`config.mk`:
```
export PLATFORM = sky130hd
export DESIGN_NAME = clock_control_flat
export DESIGN_NICKNAME = d
export VERILOG_FILES = /design/src/rtl/clock_control_if.sv /design/src/rtl/clock_control.sv /design/src/flat_wrapper.sv
export SDC_FILE = /design/constraint.sdc
export NUM_CORES = 1
export LEC_CHECK = 0
export ABC_AREA = 1
export BUFFER_PORTS_ARGS = -buffer_cell sky130_fd_sc_hd__buf_2
export CAP_MARGIN = 20
export CELL_PAD_IN_SITES_DETAIL_PLACEMENT = 1
export CELL_PAD_IN_SITES_GLOBAL_PLACEMENT = 1
export CORE_MARGIN = 2
export CORE_UTILIZATION = 42
export CTS_CLUSTER_SIZE = 14
export DETAILED_ROUTE_END_ITERATION = 12
export PLACE_DENSITY_LB_ADDON = 0.1
export SYNTH_ARGS = -nofsm -noshare
export SYNTH_HDL_FRONTEND = slang
export SYNTH_SLANG_ARGS = --single-unit
```
`constraint.sdc`:
```
create_clock -name i_SYS_CLOCK -period 2.7 [get_ports i_SYS_CLOCK]
set_clock_uncertainty 0.05 [all_clocks]
set_input_delay 0.135 -clock i_SYS_CLOCK [delete_from_list [all_inputs] [get_ports i_SYS_CLOCK]]
set_output_delay 0.135 -clock i_SYS_CLOCK [all_outputs]
set_load 0.02 [all_outputs]
```
`src/rtl/clock_control_if.sv`:
```
// ---------------------------------------------------------------------------
// clock_control_if
// Bundles the operator-panel inputs and the clock-generator control outputs
// of clock_control. Clock and reset are plain module ports, not part of this
// bundle.
//
// Signal semantics: there is no valid/ready handshake here. Every input is
// a level: the three buttons are raw and asynchronous, and i_HLT_INSTR is
// synchronous to i_SYS_CLOCK. Every output is a registered level, except
// o_STEP_TOGGLE and o_STEP_CLOCK, which are registered pulses whose widths
// are counted in system-clock cycles.
//
//   i_BTN_MODE    raw mode button (1 = pressed)
//   i_BTN_STEP    raw single-step button (1 = pressed)
//   i_BTN_HALT    raw halt/resume button (1 = pressed)
//   i_HLT_INSTR   CPU halt-instruction level
//   o_STEP_TOGGLE mode-toggle pulse to the clock generator
//   o_STEP_CLOCK  manual step clock to the clock generator
//   o_HALT        halt level to the clock generator
//   o_MANUAL      manual-step state mirror (1 = manual)
//   o_STEP_STATE  debug view of the step FSM state (0 idle, 1 high, 2 guard)
// ---------------------------------------------------------------------------
interface clock_control_if;
    logic       i_BTN_MODE;
    logic       i_BTN_STEP;
    logic       i_BTN_HALT;
    logic       i_HLT_INSTR;
    logic       o_STEP_TOGGLE;
    logic       o_STEP_CLOCK;
    logic       o_HALT;
    logic       o_MANUAL;
    logic [1:0] o_STEP_STATE;

    modport master (
        output i_BTN_MODE, i_BTN_STEP, i_BTN_HALT, i_HLT_INSTR,
        input  o_STEP_TOGGLE, o_STEP_CLOCK, o_HALT, o_MANUAL, o_STEP_STATE
    );

    modport slave (
        input  i_BTN_MODE, i_BTN_STEP, i_BTN_HALT, i_HLT_INSTR,
        output o_STEP_TOGGLE, o_STEP_CLOCK, o_HALT, o_MANUAL, o_STEP_STATE
    );
endinterface

```
`src/rtl/clock_control.sv`:
```
// ---------------------------------------------------------------------------
// clock_control
// Operator-panel front end for the CPU clock generator. Each of the three
// buttons goes through a synchronizer and a debouncer, and each debounced
// press becomes a one-cycle event. The events then drive three things:
//   - mode:  toggles manual/auto and emits a STEP_CYCLES-wide toggle pulse
//   - step:  in manual mode and while not halted, emits one step-clock pulse
//            (STEP_CYCLES high), followed by a STEP_CYCLES guard time
//   - halt:  a latch that is set by i_HLT_INSTR or by a press, and cleared
//            by a press
// Every output comes from a flop.
//
// Ports:
//   i_SYS_CLOCK  system clock; all logic runs on its rising edge
//   i_RESET      asynchronous, active-high reset
//   bus          clock_control_if.slave (buttons, halt instruction, outputs)
// ---------------------------------------------------------------------------
module clock_control #(
    parameter int DEBOUNCE_CYCLES = 250000,
    parameter int STEP_CYCLES     = 1000
) (
    input  logic            i_SYS_CLOCK,
    input  logic            i_RESET,
    clock_control_if.slave  bus
);
    localparam int DW = $clog2(DEBOUNCE_CYCLES + 1);
    localparam int SW = $clog2(STEP_CYCLES + 1);
    localparam logic [DW-1:0] DB_LAST   = DW'(DEBOUNCE_CYCLES - 1);
    localparam logic [SW-1:0] STEP_LAST = SW'(STEP_CYCLES - 1);

    // Button index: 0 = mode, 1 = step, 2 = halt.
    logic [2:0] raw_btn;
    logic [2:0] press;

    assign raw_btn = {bus.i_BTN_HALT, bus.i_BTN_STEP, bus.i_BTN_MODE};

    for (genvar g = 0; g < 3; g++) begin : g_btn
        logic          sync1;
        logic          sync2;
        logic          deb;
        logic          deb_d;
        logic          ev;
        logic [DW-1:0] cnt;

        // The flip happens on the DEBOUNCE_CYCLES-th consecutive mismatch.
        // The press event is registered one cycle after the flip, so that a
        // clean edge is reported DEBOUNCE_CYCLES+3 edges after it occurs.
        always_ff @(posedge i_SYS_CLOCK or posedge i_RESET) begin
            if (i_RESET) begin
                sync1 <= 1'b0;
                sync2 <= 1'b0;
                deb   <= 1'b0;
                deb_d <= 1'b0;
                ev    <= 1'b0;
                cnt   <= '0;
            end else begin
                sync1 <= raw_btn[g];
                sync2 <= sync1;
                deb_d <= deb;
                ev    <= deb & ~deb_d;
                if (sync2 == deb) begin
                    cnt <= '0;
                end else if (cnt == DB_LAST) begin
                    deb <= ~deb;
                    cnt <= '0;
                end else begin
                    cnt <= cnt + DW'(1);
                end
            end
        end

        assign press[g] = ev;
    end

    wire mode_press = press[0];
    wire step_press = press[1];
    wire halt_press = press[2];

    // Mode toggle. A press is ignored while the toggle pulse is still high,
    // and in that case o_MANUAL does not toggle either.
    logic          toggle_q;
    logic          manual_q;
    logic [SW-1:0] tcnt;

    always_ff @(posedge i_SYS_CLOCK or posedge i_RESET) begin
        if (i_RESET) begin
            toggle_q <= 1'b0;
            manual_q <= 1'b0;
            tcnt     <= '0;
        end else if (toggle_q) begin
            if (tcnt == STEP_LAST) begin
                toggle_q <= 1'b0;
                tcnt     <= '0;
            end else begin
                tcnt <= tcnt + SW'(1);
            end
        end else if (mode_press) begin
            toggle_q <= 1'b1;
            tcnt     <= '0;
            manual_q <= ~manual_q;
        end
    end

    // Halt latch. When a set and a clear happen in the same cycle, set wins.
    logic halt_q;
    wire  halt_set = bus.i_HLT_INSTR | (halt_press & ~halt_q);
    wire  halt_clr = halt_press & halt_q & ~bus.i_HLT_INSTR;

    always_ff @(posedge i_SYS_CLOCK or posedge i_RESET) begin
        if (i_RESET) begin
            halt_q <= 1'b0;
        end else if (halt_set) begin
            halt_q <= 1'b1;
        end else if (halt_clr) begin
            halt_q <= 1'b0;
        end
    end

    // Step FSM. The FSM reads the registered manual_q and halt_q, so a step
    // press that arrives in the same cycle as a mode press sees the manual
    // value from before the toggle. Presses that arrive outside IDLE are
    // dropped. A sequence that has started always runs to completion.
    typedef enum logic [1:0] {
        ST_IDLE  = 2'd0,
        ST_HIGH  = 2'd1,
        ST_GUARD = 2'd2
    } step_state_t;

    step_state_t   state;
    logic [SW-1:0] scnt;
    logic          step_clk_q;

    always_ff @(posedge i_SYS_CLOCK or posedge i_RESET) begin
        if (i_RESET) begin
            state      <= ST_IDLE;
            scnt       <= '0;
            step_clk_q <= 1'b0;
        end else begin
            case (state)
                ST_IDLE: begin
                    if (step_press && manual_q && !halt_q) begin
                        state      <= ST_HIGH;
                        scnt       <= '0;
                        step_clk_q <= 1'b1;
                    end
                end
                ST_HIGH: begin
                    if (scnt == STEP_LAST) begin
                        state      <= ST_GUARD;
                        scnt       <= '0;
                        step_clk_q <= 1'b0;
                    end else begin
                        scnt <= scnt + SW'(1);
                    end
                end
                ST_GUARD: begin
                    if (scnt == STEP_LAST) begin
                        state <= ST_IDLE;
                        scnt  <= '0;
                    end else begin
                        scnt <= scnt + SW'(1);
                    end
                end
                default: begin
                    state      <= ST_IDLE;
                    scnt       <= '0;
                    step_clk_q <= 1'b0;
                end
            endcase
        end
    end

    assign bus.o_STEP_TOGGLE = toggle_q;
    assign bus.o_STEP_CLOCK  = step_clk_q;
    assign bus.o_HALT        = halt_q;
    assign bus.o_MANUAL      = manual_q;
    assign bus.o_STEP_STATE  = state;
endmodule
```
`src/flat_wrapper.sv`:
```
// flat-port wrapper written by rule: the top's interface ports become plain ports
module clock_control_flat 
#(
    parameter int DEBOUNCE_CYCLES = 250000,
    parameter int STEP_CYCLES     = 1000
)
  (i_SYS_CLOCK, i_RESET, bus_i_BTN_MODE, bus_i_BTN_STEP, bus_i_BTN_HALT, bus_i_HLT_INSTR, bus_o_STEP_TOGGLE, bus_o_STEP_CLOCK, bus_o_HALT, bus_o_MANUAL, bus_o_STEP_STATE);
  clock_control_if bus_i ();
  input  logic i_SYS_CLOCK;
  input  logic i_RESET;
  input wire logic [$bits(bus_i.i_BTN_MODE)-1:0] bus_i_BTN_MODE;
  input wire logic [$bits(bus_i.i_BTN_STEP)-1:0] bus_i_BTN_STEP;
  input wire logic [$bits(bus_i.i_BTN_HALT)-1:0] bus_i_BTN_HALT;
  input wire logic [$bits(bus_i.i_HLT_INSTR)-1:0] bus_i_HLT_INSTR;
  output wire logic [$bits(bus_i.o_STEP_TOGGLE)-1:0] bus_o_STEP_TOGGLE;
  output wire logic [$bits(bus_i.o_STEP_CLOCK)-1:0] bus_o_STEP_CLOCK;
  output wire logic [$bits(bus_i.o_HALT)-1:0] bus_o_HALT;
  output wire logic [$bits(bus_i.o_MANUAL)-1:0] bus_o_MANUAL;
  output wire logic [$bits(bus_i.o_STEP_STATE)-1:0] bus_o_STEP_STATE;
  assign bus_i.i_BTN_MODE = bus_i_BTN_MODE;
  assign bus_i.i_BTN_STEP = bus_i_BTN_STEP;
  assign bus_i.i_BTN_HALT = bus_i_BTN_HALT;
  assign bus_i.i_HLT_INSTR = bus_i_HLT_INSTR;
  assign bus_o_STEP_TOGGLE = bus_i.o_STEP_TOGGLE;
  assign bus_o_STEP_CLOCK = bus_i.o_STEP_CLOCK;
  assign bus_o_HALT = bus_i.o_HALT;
  assign bus_o_MANUAL = bus_i.o_MANUAL;
  assign bus_o_STEP_STATE = bus_i.o_STEP_STATE;
  clock_control #(.DEBOUNCE_CYCLES(DEBOUNCE_CYCLES), .STEP_CYCLES(STEP_CYCLES)) u_core (.i_SYS_CLOCK(i_SYS_CLOCK), .i_RESET(i_RESET), .bus(bus_i));
endmodule
```
==> qor.yml <==
grt:
  grt_pass1_vias: 4277
  grt_pass1_wl_um: 20100
  overflow: 0
  antenna_found_initial: 0
  grt_start_max_net_pins: 51
  grt_usage: 0.195
clock_network:
  root_buffer: "clkbuf_16"
  cts_buffer_depth: 2
  h-tree-depth: 3
  clock_sinks: 95
  numCtsBuffers: 9
  cts_tree: "done"
  clkLatencyLatePin_ns: 0.35
  clk_pin_slew_ns: 0.06
sta:
  slew_viol_final: 0
  period_minus_slack_ns: 1.71
  relSlewSlack: 0.580
  tightest_slew_ns: 0.630
  period_share: 0.632
  setup_viol: 0
  hold_viol: 0
  rsz0062_at_grt: "no"
  tns_ns: 0
  fmax_ghz: 0.586
  worst_slack_ns: 0.993
yosys:
  ys_ff_latch: 95
  synthDominantCellAreaShare: 0.482
  synth.area.top_cells: "dfrtp_1, nand2_1, nor2_1, inv_1, xor2_1"
  synthCells: 637
  syn-cell-area_um2: 4930
  ys.warnings.count: 0
  syn-num-nets: 651
  yosysSeqAreaShare: 0.482
  syn_avg_cell_area_um2: 7.74
  synth_top_cell_by_area: "dfrtp_1"
  ys_types: 29
critical_path:
  r2r_start: "u_core.g_btn[1].cnt[0]$_DFF_PP0_"
  worst-setup-path-type: "flop to flop"
  cp.depth: 8
  cp-end-kind: "flop"
  r2r_slack_ns: 0.99
  crit_slowest_cell: "dfrtp_1"
  cp-start-kind: "flop"
  endpoint: "u_core.g_btn[1].cnt[4]$_DFF_PP0_"
  arrival_ns: 1.88
  crit_fanout: 9
  crit_required_ns: 2.88
  ff2ff_path_depth: 8
  crit_path_max_incr_delay_ns: 0.48
  path_delay_family: "simple AND/OR/NAND/NOR gates"
  critical_path_buf_inv_count: 0
  timing.rr.end: "u_core.g_btn[1].cnt[4]$_DFF_PP0_"
  crit_start: "u_core.g_btn[1].cnt[0]$_DFF_PP0_"
  crit_chain: "ha_1, nand2_1, nor2_1, nand3_1, nor2_1, nand2_1, nand2_2, nor3_1"
pwr:
  p_leak_uw: 0.00252
  max-vdd-ir-drop_mv: 0.320
  powerDensity_nw_per_um2: 503
job:
  maxCapViolations: 0
placed_design:
  gp_congestion: 0.824
  preCtsSetupSlack_ns: 0.997
  place_hpwl_um: 8650
  io_buffers: 11
  place_inst: 794
finish:
  fillers: 1411
  multiInputGateArea_um2: 2240
  fin_cells: 814
  layout_commonest_cell: "nand2_1"
  seq_area_um2: 2380
  drive_gt1_frac: 0.0775
  final_nets: 681
  n_antenna_cell: 0
  layout_common_cells: "nand2_1, nor2_1, dfrtp_1, inv_1, nand3_1"
  synthToLayoutAreaGrowth_pct: 12.0
route:
  detail_route.vias_per_cell: 5.03
  ant_nets: 0
  routedWlPerCell_um: 13.9
  wl_um: 11300
  drc: 0
  drt-pass1-iter-count: 4
  vias: 4098
  drt_iter0_drc: 150
floorplanning:
  die_w_um: 112
  placementRows: 39
  die_area_um2: 12600
  core-area_um2: 11400
  io_pins: 12
  start_util: 0.432
  die_h_um: 112
run_status:
  outcome: "completed"
min_path:
  hold_path.class: "flop to flop"
## flip-flops by register name, summed over array words and instances, names as in the netlist
name,flops
u_core.bus.o_MANUAL,1
u_core.bus.o_STEP_CLOCK,1
u_core.g_btn.ev,3
u_core.g_btn.deb,3
u_core.tcnt,10
u_core.bus.o_HALT,1
u_core.g_btn.sync1,3
u_core.g_btn.sync2,3
u_core.g_btn.cnt,54
u_core.scnt,10
u_core.bus.o_STEP_TOGGLE,1
u_core.bus.o_STEP_STATE,2
u_core.g_btn.deb_d,3
## metrics by stage
step | hold slack [ns] | util | cell area, um^2 | total power [uW]
after global routing | 0.337 | 0.483 | 5520 | 2890
after global placement | 0.193 | 0.455 | 5190 | 1560
after detailed placement | 0.197 | 0.455 | 5190 | 1560
final | 0.324 | 0.483 | 5520 | 2780
after CTS | 0.325 | 0.483 | 5520 | 2820
after floorplan | 0.116 | - | 4930 | 1530
## cells by family (layout without fill, tap and decap cells)
kind of cell | Yosys count | in the layout | share of synthesized area
AO/OA/AOI/OAI | 37 | 37 | 0.0416
XOR/XNOR | 32 | 32 | 0.0569
adder cells (fa/ha/maj) | 8 | 8 | 0.0203
buffers and inverters | 83 | 117 | 0.0635
flip-flops | 95 | 95 | 0.482
AND/OR/NAND/NOR | 382 | 382 | 0.335
## per-layer routing
| metal | GRT usage | share of wire |
|---|---|---|
| met5 | 0 | 0 |
| met4 | 0.0715 | 0.018 |
| met3 | 0.0297 | 0.018 |
| met2 | 0.321 | 0.48 |
| met1 | 0.263 | 0.48 |
## synth_stat cells (all sizes together)
library cell  instances
nand2               161
nor2                138
dfrtp                95
inv                  82
nand3                38
xor2                 26
nor3                 22
a21oi                15
nand4                15
o21ai                14
ha                    8
xnor2                 6
nand3b                4
nor3b                 3
o21bai                3
o22ai                 2
a211oi                1
a31oi                 1
and3                  1
buf                   1
o31ai                 1
## final cells by class
type / count / area share
Clock inverter: 4 / 0.00861
Sequential cell: 95 / 0.431
Inverter: 82 / 0.0562
Multi-Input combinational cell: 459 / 0.405
Timing Repair Buffer: 20 / 0.0245
Tap cell: 143 / 0.0324
Clock buffer: 11 / 0.0422
## report_power, final
group	switching [uW]	internal (uW)	total [uW]
clock	531	710	1240
combinational	59.0	24.1	83.2
sequential	14.1	1440	1450
total	604	2170	2780
## how the worst min path moves through the flow
| stage | cells past startpoint | startpoint | to |
|---|---|---|---|
| 4_1_cts | 0 | u_core.g_btn[0].sync1$_DFF_PP0_ | u_core.g_btn[0].sync2$_DFF_PP0_ |
| 6_report | 0 | u_core.g_btn[0].sync1$_DFF_PP0_ | u_core.g_btn[0].sync2$_DFF_PP0_ |
| 2_1_floorplan | 0 | bus_i_BTN_MODE | u_core.g_btn[0].sync1$_DFF_PP0_ |
| 3_3_place_gp | 1 | bus_i_BTN_MODE | u_core.g_btn[0].sync1$_DFF_PP0_ |
| 3_5_place_dp | 1 | bus_i_BTN_STEP | u_core.g_btn[1].sync1$_DFF_PP0_ |
| 5_1_grt | 0 | u_core.g_btn[0].sync1$_DFF_PP0_ | u_core.g_btn[0].sync2$_DFF_PP0_ |
## repair_timing
action / CTS / global route
buffers inserted: 0 / 0
resized for setup: 0 / 0
hold buffers: 5 / 0
endpoints found under the hold margin: 51 / 0
Note: power is estimated with default switching activity, not from simulation.
